`src/rtl/rv32i_pkg.sv`:
```
// Shared RV32I definitions: opcodes, control FSM states, PC/write-back mux encodings, op classes.
// Pure declarations; no latency or backpressure of its own.
package rv32i_pkg;

    localparam logic [6:0] OPC_LOAD     = 7'b0000011;
    localparam logic [6:0] OPC_MISC_MEM = 7'b0001111;
    localparam logic [6:0] OPC_OP_IMM   = 7'b0010011;
    localparam logic [6:0] OPC_AUIPC    = 7'b0010111;
    localparam logic [6:0] OPC_STORE    = 7'b0100011;
    localparam logic [6:0] OPC_OP       = 7'b0110011;
    localparam logic [6:0] OPC_LUI      = 7'b0110111;
    localparam logic [6:0] OPC_BRANCH   = 7'b1100011;
    localparam logic [6:0] OPC_JALR     = 7'b1100111;
    localparam logic [6:0] OPC_JAL      = 7'b1101111;
    localparam logic [6:0] OPC_SYSTEM   = 7'b1110011;

    typedef enum logic [2:0] {
        FETCH  = 3'd0,
        DECODE = 3'd1,
        EXEC   = 3'd2,
        MEM    = 3'd3,
        WB     = 3'd4,
        TRAP   = 3'd5
    } state_t;

    typedef enum logic [1:0] {
        PC_PLUS4 = 2'd0,
        PC_IMM   = 2'd1,
        PC_ALU   = 2'd2
    } pc_sel_t;

    typedef enum logic [1:0] {
        WB_ALU  = 2'd0,
        WB_LOAD = 2'd1,
        WB_PC4  = 2'd2,
        WB_IMM  = 2'd3
    } wb_sel_t;

    // One-hot; all-zero means the opcode is not supported.
    typedef struct packed {
        logic op;
        logic op_imm;
        logic load;
        logic store;
        logic branch;
        logic jal;
        logic jalr;
        logic lui;
        logic auipc;
    } op_class_t;

endpackage

```
`src/rtl/rv32i_op_class.sv`:
```
// Opcode classifier: instr[6:0] to one-hot class plus illegal flag; purely combinational,
// zero latency, no flow control.
module rv32i_op_class
    import rv32i_pkg::*;
(
    input  logic [6:0] opcode,
    output op_class_t  cls,
    output logic       illegal
);

    always_comb begin
        cls = '0;
        case (opcode)
            OPC_OP:     cls.op     = 1'b1;
            OPC_OP_IMM: cls.op_imm = 1'b1;
            OPC_LOAD:   cls.load   = 1'b1;
            OPC_STORE:  cls.store  = 1'b1;
            OPC_BRANCH: cls.branch = 1'b1;
            OPC_JAL:    cls.jal    = 1'b1;
            OPC_JALR:   cls.jalr   = 1'b1;
            OPC_LUI:    cls.lui    = 1'b1;
            OPC_AUIPC:  cls.auipc  = 1'b1;
            default:    cls        = '0;
        endcase
    end

    assign illegal = ~|cls;

endmodule

```
`src/rtl/rv32i_multicycle_ctrl.sv`:
```
// Multi-cycle RV32I sequencer: 3 (branch), 4 (ALU/jump/store) or 5 (load) cycles per instruction;
// memory wait states stretch FETCH/MEM with mem_req held, and reset kills any request in flight.
module rv32i_multicycle_ctrl
    import rv32i_pkg::*;
#(
    parameter logic [31:0] RESET_PC = 32'h0000_0000
) (
    input  logic        clk,
    input  logic        rst_n,
    input  logic [31:0] instr,
    input  logic        mem_ready,
    input  logic        branch_taken,
    output logic        mem_req,
    output logic        mem_we,
    output logic        mem_addr_sel,
    output logic        ir_we,
    output logic        pc_we,
    output logic [1:0]  pc_sel,
    output logic        alu_a_sel,
    output logic        alu_b_sel,
    output logic        rf_we,
    output logic [1:0]  wb_sel,
    output logic [31:0] reset_pc,
    output logic [31:0] retired,
    output logic        illegal
);

    state_t    state;
    state_t    state_nx;
    op_class_t cls;
    logic      cls_illegal;
    logic      unused_instr_bits;

    assign unused_instr_bits = ^instr[31:7];

    rv32i_op_class u_op_class (
        .opcode  (instr[6:0]),
        .cls     (cls),
        .illegal (cls_illegal)
    );

    always_ff @(posedge clk) begin
        if (!rst_n) begin
            state <= FETCH;
        end else begin
            state <= state_nx;
        end
    end

    always_ff @(posedge clk) begin
        if (!rst_n) begin
            retired <= '0;
        end else if (pc_we) begin
            retired <= retired + 32'd1;
        end
    end

    // Every strobe is forced low while rst_n is asserted, whatever the state register holds.
    always_comb begin
        state_nx     = state;
        mem_req      = 1'b0;
        mem_we       = 1'b0;
        mem_addr_sel = 1'b0;
        ir_we        = 1'b0;
        pc_we        = 1'b0;
        pc_sel       = PC_PLUS4;
        alu_a_sel    = 1'b0;
        alu_b_sel    = 1'b0;
        rf_we        = 1'b0;
        wb_sel       = WB_ALU;

        // Operand selects stay valid through MEM/WB so the ALU result feeding the address or write-back holds.
        if (state == EXEC || state == MEM || state == WB) begin
            alu_a_sel = cls.auipc | cls.jal | cls.branch;
            alu_b_sel = cls.op_imm | cls.load | cls.store | cls.jalr | cls.auipc;
        end

        if (rst_n) begin
            case (state)
                FETCH: begin
                    mem_req = 1'b1;
                    if (mem_ready) begin
                        ir_we    = 1'b1;
                        state_nx = DECODE;
                    end
                end
                DECODE: begin
                    state_nx = cls_illegal ? TRAP : EXEC;
                end
                EXEC: begin
                    if (cls.branch) begin
                        pc_we    = 1'b1;
                        pc_sel   = branch_taken ? PC_IMM : PC_PLUS4;
                        state_nx = FETCH;
                    end else if (cls.load || cls.store) begin
                        state_nx = MEM;
                    end else begin
                        state_nx = WB;
                    end
                end
                MEM: begin
                    mem_req      = 1'b1;
                    mem_addr_sel = 1'b1;
                    mem_we       = cls.store;
                    if (mem_ready) begin
                        if (cls.store) begin
                            pc_we    = 1'b1;
                            state_nx = FETCH;
                        end else begin
                            state_nx = WB;
                        end
                    end
                end
                WB: begin
                    rf_we    = 1'b1;
                    pc_we    = 1'b1;
                    state_nx = FETCH;
                    if (cls.load) begin
                        wb_sel = WB_LOAD;
                    end else if (cls.jal || cls.jalr) begin
                        wb_sel = WB_PC4;
                    end else if (cls.lui) begin
                        wb_sel = WB_IMM;
                    end
                    if (cls.jal) begin
                        pc_sel = PC_IMM;
                    end else if (cls.jalr) begin
                        pc_sel = PC_ALU;
                    end
                end
                TRAP: begin
                    state_nx = TRAP;
                end
                default: begin
                    state_nx = FETCH;
                end
            endcase
        end
    end

    assign illegal  = (state == TRAP);
    assign reset_pc = RESET_PC;

endmodule
```
`config.mk`:
```
export PLATFORM = sky130hd
export DESIGN_NAME = rv32i_multicycle_ctrl
export DESIGN_NICKNAME = d
export VERILOG_FILES = /design/src/rtl/rv32i_pkg.sv /design/src/rtl/rv32i_op_class.sv /design/src/rtl/rv32i_multicycle_ctrl.sv
export SDC_FILE = /design/constraint.sdc
export NUM_CORES = 1
export LEC_CHECK = 0
export ABC_AREA = 1
export CAP_MARGIN = 20
export CORE_UTILIZATION = 30
export DETAILED_ROUTE_END_ITERATION = 7
export PLACE_DENSITY_LB_ADDON = 0.2
export SLEW_MARGIN = 15
export SYNTH_ARGS = -nofsm -noshare
export SYNTH_HDL_FRONTEND = slang
export SYNTH_HIERARCHICAL = 1
export SYNTH_SLANG_ARGS = --single-unit
```
`constraint.sdc`:
```
create_clock -name clk -period 1.85 [get_ports clk]
set_input_delay 0.2775 -clock clk [delete_from_list [all_inputs] [get_ports clk]]
set_output_delay 0.2775 -clock clk [all_outputs]
set_load 0.05 [all_outputs]
```
# Word level (Yosys, flattened, before mapping)
# Cells that the tools add are included.
dict set report op_classes {
  add_sub_neg 1
  reduce_logical 8
  mux 45
  bitwise_logic 6
  n_eq_ne 16
}
# cell count
set op_table {}
lappend op_table {{adder 32 x 1 -> 32 bit (second input constant)} 1}
lappend op_table {{2-to-1 mux 1 bit} 28}
lappend op_table {{== test 7 x 6 -> 1 bit (second input constant)} 3}
lappend op_table {{== test 7 bit (second input constant)} 3}
lappend op_table {{2-to-1 mux 3 bit} 6}
lappend op_table {{2-to-1 mux 2 bit} 8}
lappend op_table {{case mux 3 bit (5 select lines)} 1}
lappend op_table {{== test 7 x 5 -> 1 bit (second input constant)} 2}
lappend op_table {{OR reduction 9 bit} 1}
lappend op_table {{== test 7 x 2 -> 1 bit (second input constant)} 1}
lappend op_table {{== test 3 x 2 -> 1 bit (second input constant)} 2}
lappend op_table {{== test 3 bit (second input constant)} 2}
lappend op_table {{OR 1 bit} 6}
lappend op_table {{logical OR 1 bit} 4}
lappend op_table {{inequality test 2 bit (second input constant)} 2}
lappend op_table {{case mux 2 bit (2 select lines)} 1}
lappend op_table {{== test 3 x 1 -> 1 bit (second input constant)} 1}
lappend op_table {{zero test 3 bit} 1}
lappend op_table {{case mux 1 bit (3 select lines)} 1}
lappend op_table {{AND reduction 2 bit} 1}
lappend op_table {{OR reduction 2 bit} 1}
dict set report totals {
  output_inout_bits 77
  ff_bits 35
  word_cells 78
  input_bits 36
}

# Depth between registers and ports, before layout
# Gate-level depths: netlist (run 1).
dict set report logic_depth {
  ltp_word 7
  ltp_mapped 15
  mapped_depth_nobuf 13
}

# Cells and area by module
# The synthesis (run 1) kept the hierarchy.
# mod cells_per_inst instances area_each_um2 seq_area_each_um2
set by_module_without_submodules {}
lappend by_module_without_submodules {rv32i_multicycle_ctrl 392 1 2362.3 700.7}
lappend by_module_without_submodules {rv32i_op_class 45 1 201.4 0.0}

# Worst setup path before layout (run 1)
# Ideal clock, no wire load.
dict set report synth_timing {
  path_type {register to output}
  start {reg state[1]}
  end {out pc_sel[1]}
  path_buffers 0
  stages_incl_launch_ff 6
  t_arrival_ps 2464
  setup_slack_ps -891
  required_time_ps 1572
  path_cell_list {dfxtp_1 -> nor2_1 -> nand2_1 -> nor2_1 -> inv_1 -> nor3_1}
}
dict set report synth_between {
  elab_chain_cells 3
  elab_cells_between_ends 4
  cone_classes {2 x eq/ne; 2 x mux}
}
# item line_no
set synth_rtl {}
lappend synth_rtl {{start, declared} rv32i_multicycle_ctrl.sv:28} ;# state_t state;
lappend synth_rtl {{start signal, assigned} rv32i_multicycle_ctrl.sv:46} ;# state <= state_nx;
lappend synth_rtl {{== test 3 bit or == test 3 x 2 -> 1 bit (tied branches)} rv32i_multicycle_ctrl.sv:79} ;# case (state)
lappend synth_rtl {{case mux 2 bit (2 select lines) (*)} rv32i_multicycle_ctrl.sv:79}
lappend synth_rtl {{2-to-1 mux 2 bit (*)} rv32i_multicycle_ctrl.sv:78} ;# if (rst_n) begin
lappend synth_rtl {{end, declared} rv32i_multicycle_ctrl.sv:18} ;# output logic [1:0] pc_sel,
# Every way passes the cells marked *; elsewhere a longest branch is shown, timed or not.

# Final worst setup path (run 1)
dict set report layout_timing {
  start {in rst_n}
  end {out ir_we}
}
dict set report layout_between {
  elab_chain_cells 1
}
# item line_no
set layout_rtl {}
lappend layout_rtl {{start, declared} rv32i_multicycle_ctrl.sv:9} ;# input logic rst_n,
lappend layout_rtl {{2-to-1 mux 1 bit} rv32i_multicycle_ctrl.sv:78}
lappend layout_rtl {{end, declared} rv32i_multicycle_ctrl.sv:16} ;# output logic ir_we,
# No other way between the ends.

==> results of run 1 <==
## registers in the layout, summed over array words and instances (netlist names)
| signal | cells |
|---|---|
| retired | 32 |
| state | 3 |
## power by group through the flow
stage | registers [mW] | logic [mW] | clock network (mW)
4_1_cts | 0.766 | 0.418 | 0.634
2_1_floorplan | 0.790 | 0.331 | 0
3_5_place_dp | 0.783 | 0.393 | 0
5_1_grt | 0.767 | 0.453 | 0.662
6_report | 0.766 | 0.423 | 0.618
3_3_place_gp | 0.783 | 0.392 | 0
## worst max-delay path, stage by stage
cell and delay (ns):
clkdlybuf4s50_1 0.50, inv_1 0.10, buf_4 0.19, nor3_2 0.26
buf_12 0.17
## through the flow
stage	setup TNS [ns]	util	power (mW)
floorplan	-0.0902	-	1.12
global placement	-10.17	0.413	1.17
detailed placement	-10.81	0.413	1.18
CTS	0	0.449	1.82
global route	-0.0155	0.452	1.88
finish	0	0.452	1.81
## path summary, 6_finish.rpt
kind / startpoint / to
max: rst_n / ir_we
min: retired[9] / retired[9]
max reg2reg: retired[0] / retired[24]
min reg2reg: retired[9] / retired[9]
## placed cells by master, fill, tap and decap left out, types with 6 or more instances in the layout
master and n:
nand2_2 6, buf_4 67, nand4_1 6, clkdlybuf4s50_1 10
clkbuf_8 7, nand2_1 96, nor2_1 77, conb_1 32
o21ai_0 12, nand3_1 27, dfxtp_1 35, nor2_4 6
nor3_1 8, inv_2 13, a21oi_1 19, inv_1 54
nor2_2 7, buf_12 14
## what timing repair did
item                                    CTS  global route
hold buffers                              0             0
pin swaps                                14             9
hold endpoints to repair                  0             0
resized for setup                        41            20
buffers inserted                         16             1
cloned                                    0             0
endpoints found under the setup margin   19            15
## layer usage
metal,part of all wire,routed length [µm]
met1,0.43,2860
met4,0.012,80
met2,0.51,3370
met3,0.043,285
met5,0,0
## final cells by class
| cell class | instances | area, µm² |
|---|---|---|
| Inverter | 68 | 259 |
| Timing Repair Buffer | 99 | 936 |
| Tap cell | 105 | 131 |
| Sequential cell | 35 | 701 |
| Clock buffer | 8 | 100 |
| Multi-Input combinational cell | 323 | 1580 |
| Fill cell | 859 | 4510 |
==> metrics.md, run 1 <==
| Metric | Value |
|---|---|
| Status | `finished, final reports clean` |
| Mapped Area | `0.00256 mm²` |
| CTS Buffer Depth | `2` |
| CTS root buf | `clkbuf_8` |
| Setup crit start kind | `input port` |
| Sw Ratio | `0.326` |
| Area Growth Syn to Fin | `45.0%` |
| WS Path Type | `input port to output pin` |
| Combinational Power Share | `0.234` |
| Placer Congestion | `0.806` |
| Global-route wire length before repair | `11000 µm` |
| Post-route antenna net violation count | `0` |
| WHS Path Cells | `2` |
| Num rows | `33` |
| Initial Utilization | `0.312` |
| Final nets | `roughly 570` |
| Antenna diode count | `0` |
| Iteration-0 DRC count of the detailed router | `93` |
| Largest net degree at the start of global routing | `38` |
| Clock sinks | `35` |
| DRC viols | `0` |
| Crit Path Max Fanout | `8` |
| Initial antenna violation count | `0` |
| Die Width | `94.4 µm` |
| Total routed wirelength | `6590 µm` |
| Die area | `between 0.008 and 0.009 mm²` |
| Clock power share | `0.342` |
| Tightest Hold Check Type | `flip-flop to flip-flop` |
| R2R Setup Slk | `0.27 ns` |
| Synth Warn # | `6` |
| Grt peak-use layer | `met2` |
| DP Cell Count | `614` |
| Grt met3 use | `0.0274` |
| H-tree depth | `2` |
| Crit path capture type | `output pin` |
| Dpl hpwl | `between 5000 and 6000 µm` |
| Vias per cell | `4.37` |
| Worst hold margin | `0.500 ns` |
| Met2 usage | `0.288` |
| Post-Syn Area per Cell | `~5.9 µm²` |
| Cts bufs inserted | `5` |
| CP required | `1.57 ns` |
| Fin cells | `around 640` |
| IO Port Bufs | `55` |
| Num ports | `113` |
| Tcrit/Tclk final | `0.965` |
| Place WS | `-0.340 ns` |
| Wire per inst | `10.3 µm` |
| Max Cap Viol | `0` |
| Path depth of the worst reg2reg path | `8` |
| Pleak | `roughly 1.6 nW` |
| Switch Pwr | `590 µW` |
| Instance area at placement | `~0.0034 mm²` |
| Placeable Area | `just over 0.008 mm²` |
| Post-synthesis cell count | `436` |
| Die H | `94.4 µm` |
| Endpoints failing setup | `0` |
| Total track usage | `0.155` |
| Worst Clk Skew | `~0.0055 ns` |
| Fin crit period | `1.78 ns` |
| CP arrival | `1.51 ns` |
| Final WS setup | `0.0656 ns` |
| GR Layer Usage met1 | `0.181` |
| Final instance area | `approximately 0.0037 mm²` |
| Vias in the first global route | `~2500` |
| Grt ovf | `0` |
| Fin. Hold Viols | `0` |
| Share of layout cells above drive strength 1 | `0.272` |
| CTS tree | `done` |
| Clk_lat worst skew | `0.28 ns` |
| CTS clk-pin slew, worst paths | `~0.07 ns` |
| Fmax | `0.560 GHz` |
| Seq pwr share | `0.424` |
| Pre-antenna DRT Iters | `4` |
| Worst VDD drop | `0.000229 V` |
| PD cells | `approximately 500 mW/mm²` |
| Internal | `1.22 mW` |
| Slew Limit Fails | `0` |
| Via count | `2788` |
Power figures use the tool's default switching activity.
==> inputs of run 2 (changes only) <==
CTS_CLUSTER_SIZE = 10   (was not set)
==> results of run 2 <==
The final DEF is identical to that of run 1; final timing and power are the same.
==> inputs of run 3 (changes only) <==
GPL_TIMING_DRIVEN = 0   (was not set)
REMOVE_ABC_BUFFERS = 1   (was not set)
==> metrics.md, run 3 (synthesized netlist as in run 1, its figures left out) <==
| Metric | Value |
|---|---|
| Critical path cell sequence | `clkdlybuf4s50_1` |
| CTS root buf | `clkbuf_8` |
| Tcrit/Tclk final | `0.978 (+0.0131)` |
| Initial Utilization | `0.312 (unchanged)` |
| CTS tree | `done` |
| Instance area at placement | `0.00306 mm² (-10%)` |
| Worst Max-Slew Pin Slew | `0.513 ns` |
| CP required | `1.57 ns (about the same)` |
| Pleak | `1.68 nW (+2.5%)` |
| Total track usage | `0.159 (+0.00399)` |
| Num ports | `113 (unchanged)` |
| Vias per cell | `4.38 (+0.12%)` |
| Origin of the critical flop-to-flop path | `state[1]` |
| Fmax | `0.553 GHz (-1.3%)` |
| Commonest non-fill, non-tap cell in the layout | `nand2_1` |
| Crit Path Max Fanout | `5 (-3)` |
| Worst VDD drop | `0.000256 V (+11%)` |
| Status | `finished, final reports clean` |
| Clock sinks | `35 (unchanged)` |
| Total routed wirelength | `6910 µm (+4.8%)` |
| CTS clk-pin slew, worst paths | `0.07 ns (about the same)` |
| Final nets | `547 (-3.9%)` |
| Clock power share | `0.354 (+0.012)` |
| Dpl hpwl | `4530 µm (-9.5%)` |
| Via count | `2695 (-3.3%)` |
| Largest regs | `retired (32), state (3)` |
| Stages on worst setup path | `1 (-4)` |
| Post-route antenna net violation count | `0 (unchanged)` |
| Largest net degree at the start of global routing | `30 (-21%)` |
| Share of layout cells above drive strength 1 | `0.172 (-0.0998)` |
| WHS Path Cells | `3 (+1)` |
| CTS Buffer Depth | `2 (unchanged)` |
| Switch Pwr | `594 µW (+0.77%)` |
| Antenna diode count | `0 (unchanged)` |
| Max reg flops | `32 (unchanged)` |
| Iteration-0 DRC count of the detailed router | `101 (+8.6%)` |
| IO Port Bufs | `55 (unchanged)` |
| Num rows | `33 (unchanged)` |
| Internal | `1.18 mW (-2.8%)` |
| Reg2reg end | `retired[16]` |
| Crit path capture type | `output pin` |
| R2R Setup Slk | `0.12 ns (-0.15 ns)` |
| Hold EP | `retired[22]` |
| Path depth of the worst reg2reg path | `8 (unchanged)` |
| DRC viols | `0 (unchanged)` |
| Crit-path slowest cell | `clkdlybuf4s50_1` |
| Most frequent cells in the layout | `97 x nand2_1, 77 x nor2_1, 57 x inv_1` |
| CP arrival | `1.53 ns (+0.02 ns)` |
| Placeable Area | `0.00822 mm² (unchanged)` |
| Endpoints failing setup | `0 (unchanged)` |
| Setup TNS | `0 ns (unchanged)` |
| Vias in the first global route | `2443 (-3.4%)` |
| Max stage delay on crit path | `0.84 ns (+0.34 ns)` |
| Worst Clk Skew | `0.00330 ns (-0.00220 ns)` |
| Area Growth Syn to Fin | `35.0%` |
| Placer Congestion | `0.794 (-1.4%)` |
| CTS Hold Buffers Added | `0 (unchanged)` |
| Clk_lat worst skew | `0.29 ns (about the same)` |
| Max Cap Viol | `0 (unchanged)` |
| Final instance area | `0.00346 mm² (-6.9%)` |
| Sw Ratio | `0.334 (+0.00798)` |
| Setup crit start kind | `flip-flop` |
| Rel. slew slack | `0.657` |
| Global-route wire length before repair | `11300 µm (+2.2%)` |
| Fin crit period | `1.81 ns (+0.0243 ns)` |
| Worst hold margin | `0.303 ns (-0.198 ns)` |
| Die H | `94.4 µm (unchanged)` |
| Die Width | `94.4 µm (unchanged)` |
| H-tree depth | `2 (unchanged)` |
| Cts bufs inserted | `5 (unchanged)` |
| Hold Startpoint | `rst_n` |
| Combinational Power Share | `0.213 (-0.021)` |
| Initial antenna violation count | `0 (unchanged)` |
| Die area | `0.00891 mm² (unchanged)` |
| Seq pwr share | `0.433 (+0.009)` |
| Worst Path Buf+Inv | `1 (-3)` |
| CP delay by family, top | `buffers and inverters` |
| Slew Limit Fails | `0 (unchanged)` |
| Pre-antenna DRT Iters | `4 (unchanged)` |
| Fin. Hold Viols | `0 (unchanged)` |
| RSZ-0062 raised after global routing | `true` |
| WS Path Type | `flip-flop to output pin` |
| Wire per inst | `11.2 µm (+8.5%)` |
| Tightest Hold Check Type | `input port to flip-flop` |
| Most flops, register | `retired` |
| Grt ovf | `0 (unchanged)` |
| PD cells | `514 mW/mm² (+5.6%)` |
run 3: how the worst max path moves through the flow:
stage / from / to / slack, ns
after global placement: rst_n / wb_sel[1] / -1.75
after CTS: instr[3] / alu_b_sel / -0.05
after floorplan: state[1] / pc_sel[1] / -0.89
final: retired[1] / retired[1] / 0.04
after detailed placement: rst_n / pc_sel[1] / -1.77
after global routing: state[1] / retired[16] / -0.07
run 3: timing repair:
item / in CTS / in global routing
buffers inserted: 22 / 0
setup endpoints to repair: 49 / 45
cloned: 2 / 0
gates resized for setup: 131 / 36
pin swaps: 16 / 8
run 3: layer usage:
layer / global-route usage / share of wire
met5: 0 / 0
met4: 0.0436 / 0.011
met3: 0.0314 / 0.053
met2: 0.271 / 0.49
met1: 0.204 / 0.45
run 3: cell type report:
type | count | area, µm²
inverters | 68 | 269
repair buffers | 75 | 707
well taps | 105 | 131
multi-input cells | 325 | 1550
clock buffers | 8 | 100
flip-flops and latches | 35 | 702
fillers | 896 | 4760
run 3: power groups by stage:
stage	registers, mW	clock network [mW]	logic [mW]
after floorplan	0.790	0	0.253
after global placement	0.785	0	0.331
after CTS	0.767	0.645	0.375
after global routing	0.770	0.663	0.407
after detailed placement	0.785	0	0.333
final	0.769	0.629	0.379
run 3: metrics by stage:
| step | total power, mW | worst slack [ns] | util | cells |
|---|---|---|---|---|
| CTS | 1.79 | -0.0463 | 0.412 | 617 |
| floorplan | 1.04 | -0.891 | - | 426 |
| finish | 1.78 | 0.0413 | 0.421 | 616 |
| global placement | 1.12 | -1.75 | 0.372 | 586 |
| detailed placement | 1.12 | -1.77 | 0.372 | 586 |
| global route | 1.84 | -0.0738 | 0.421 | 616 |
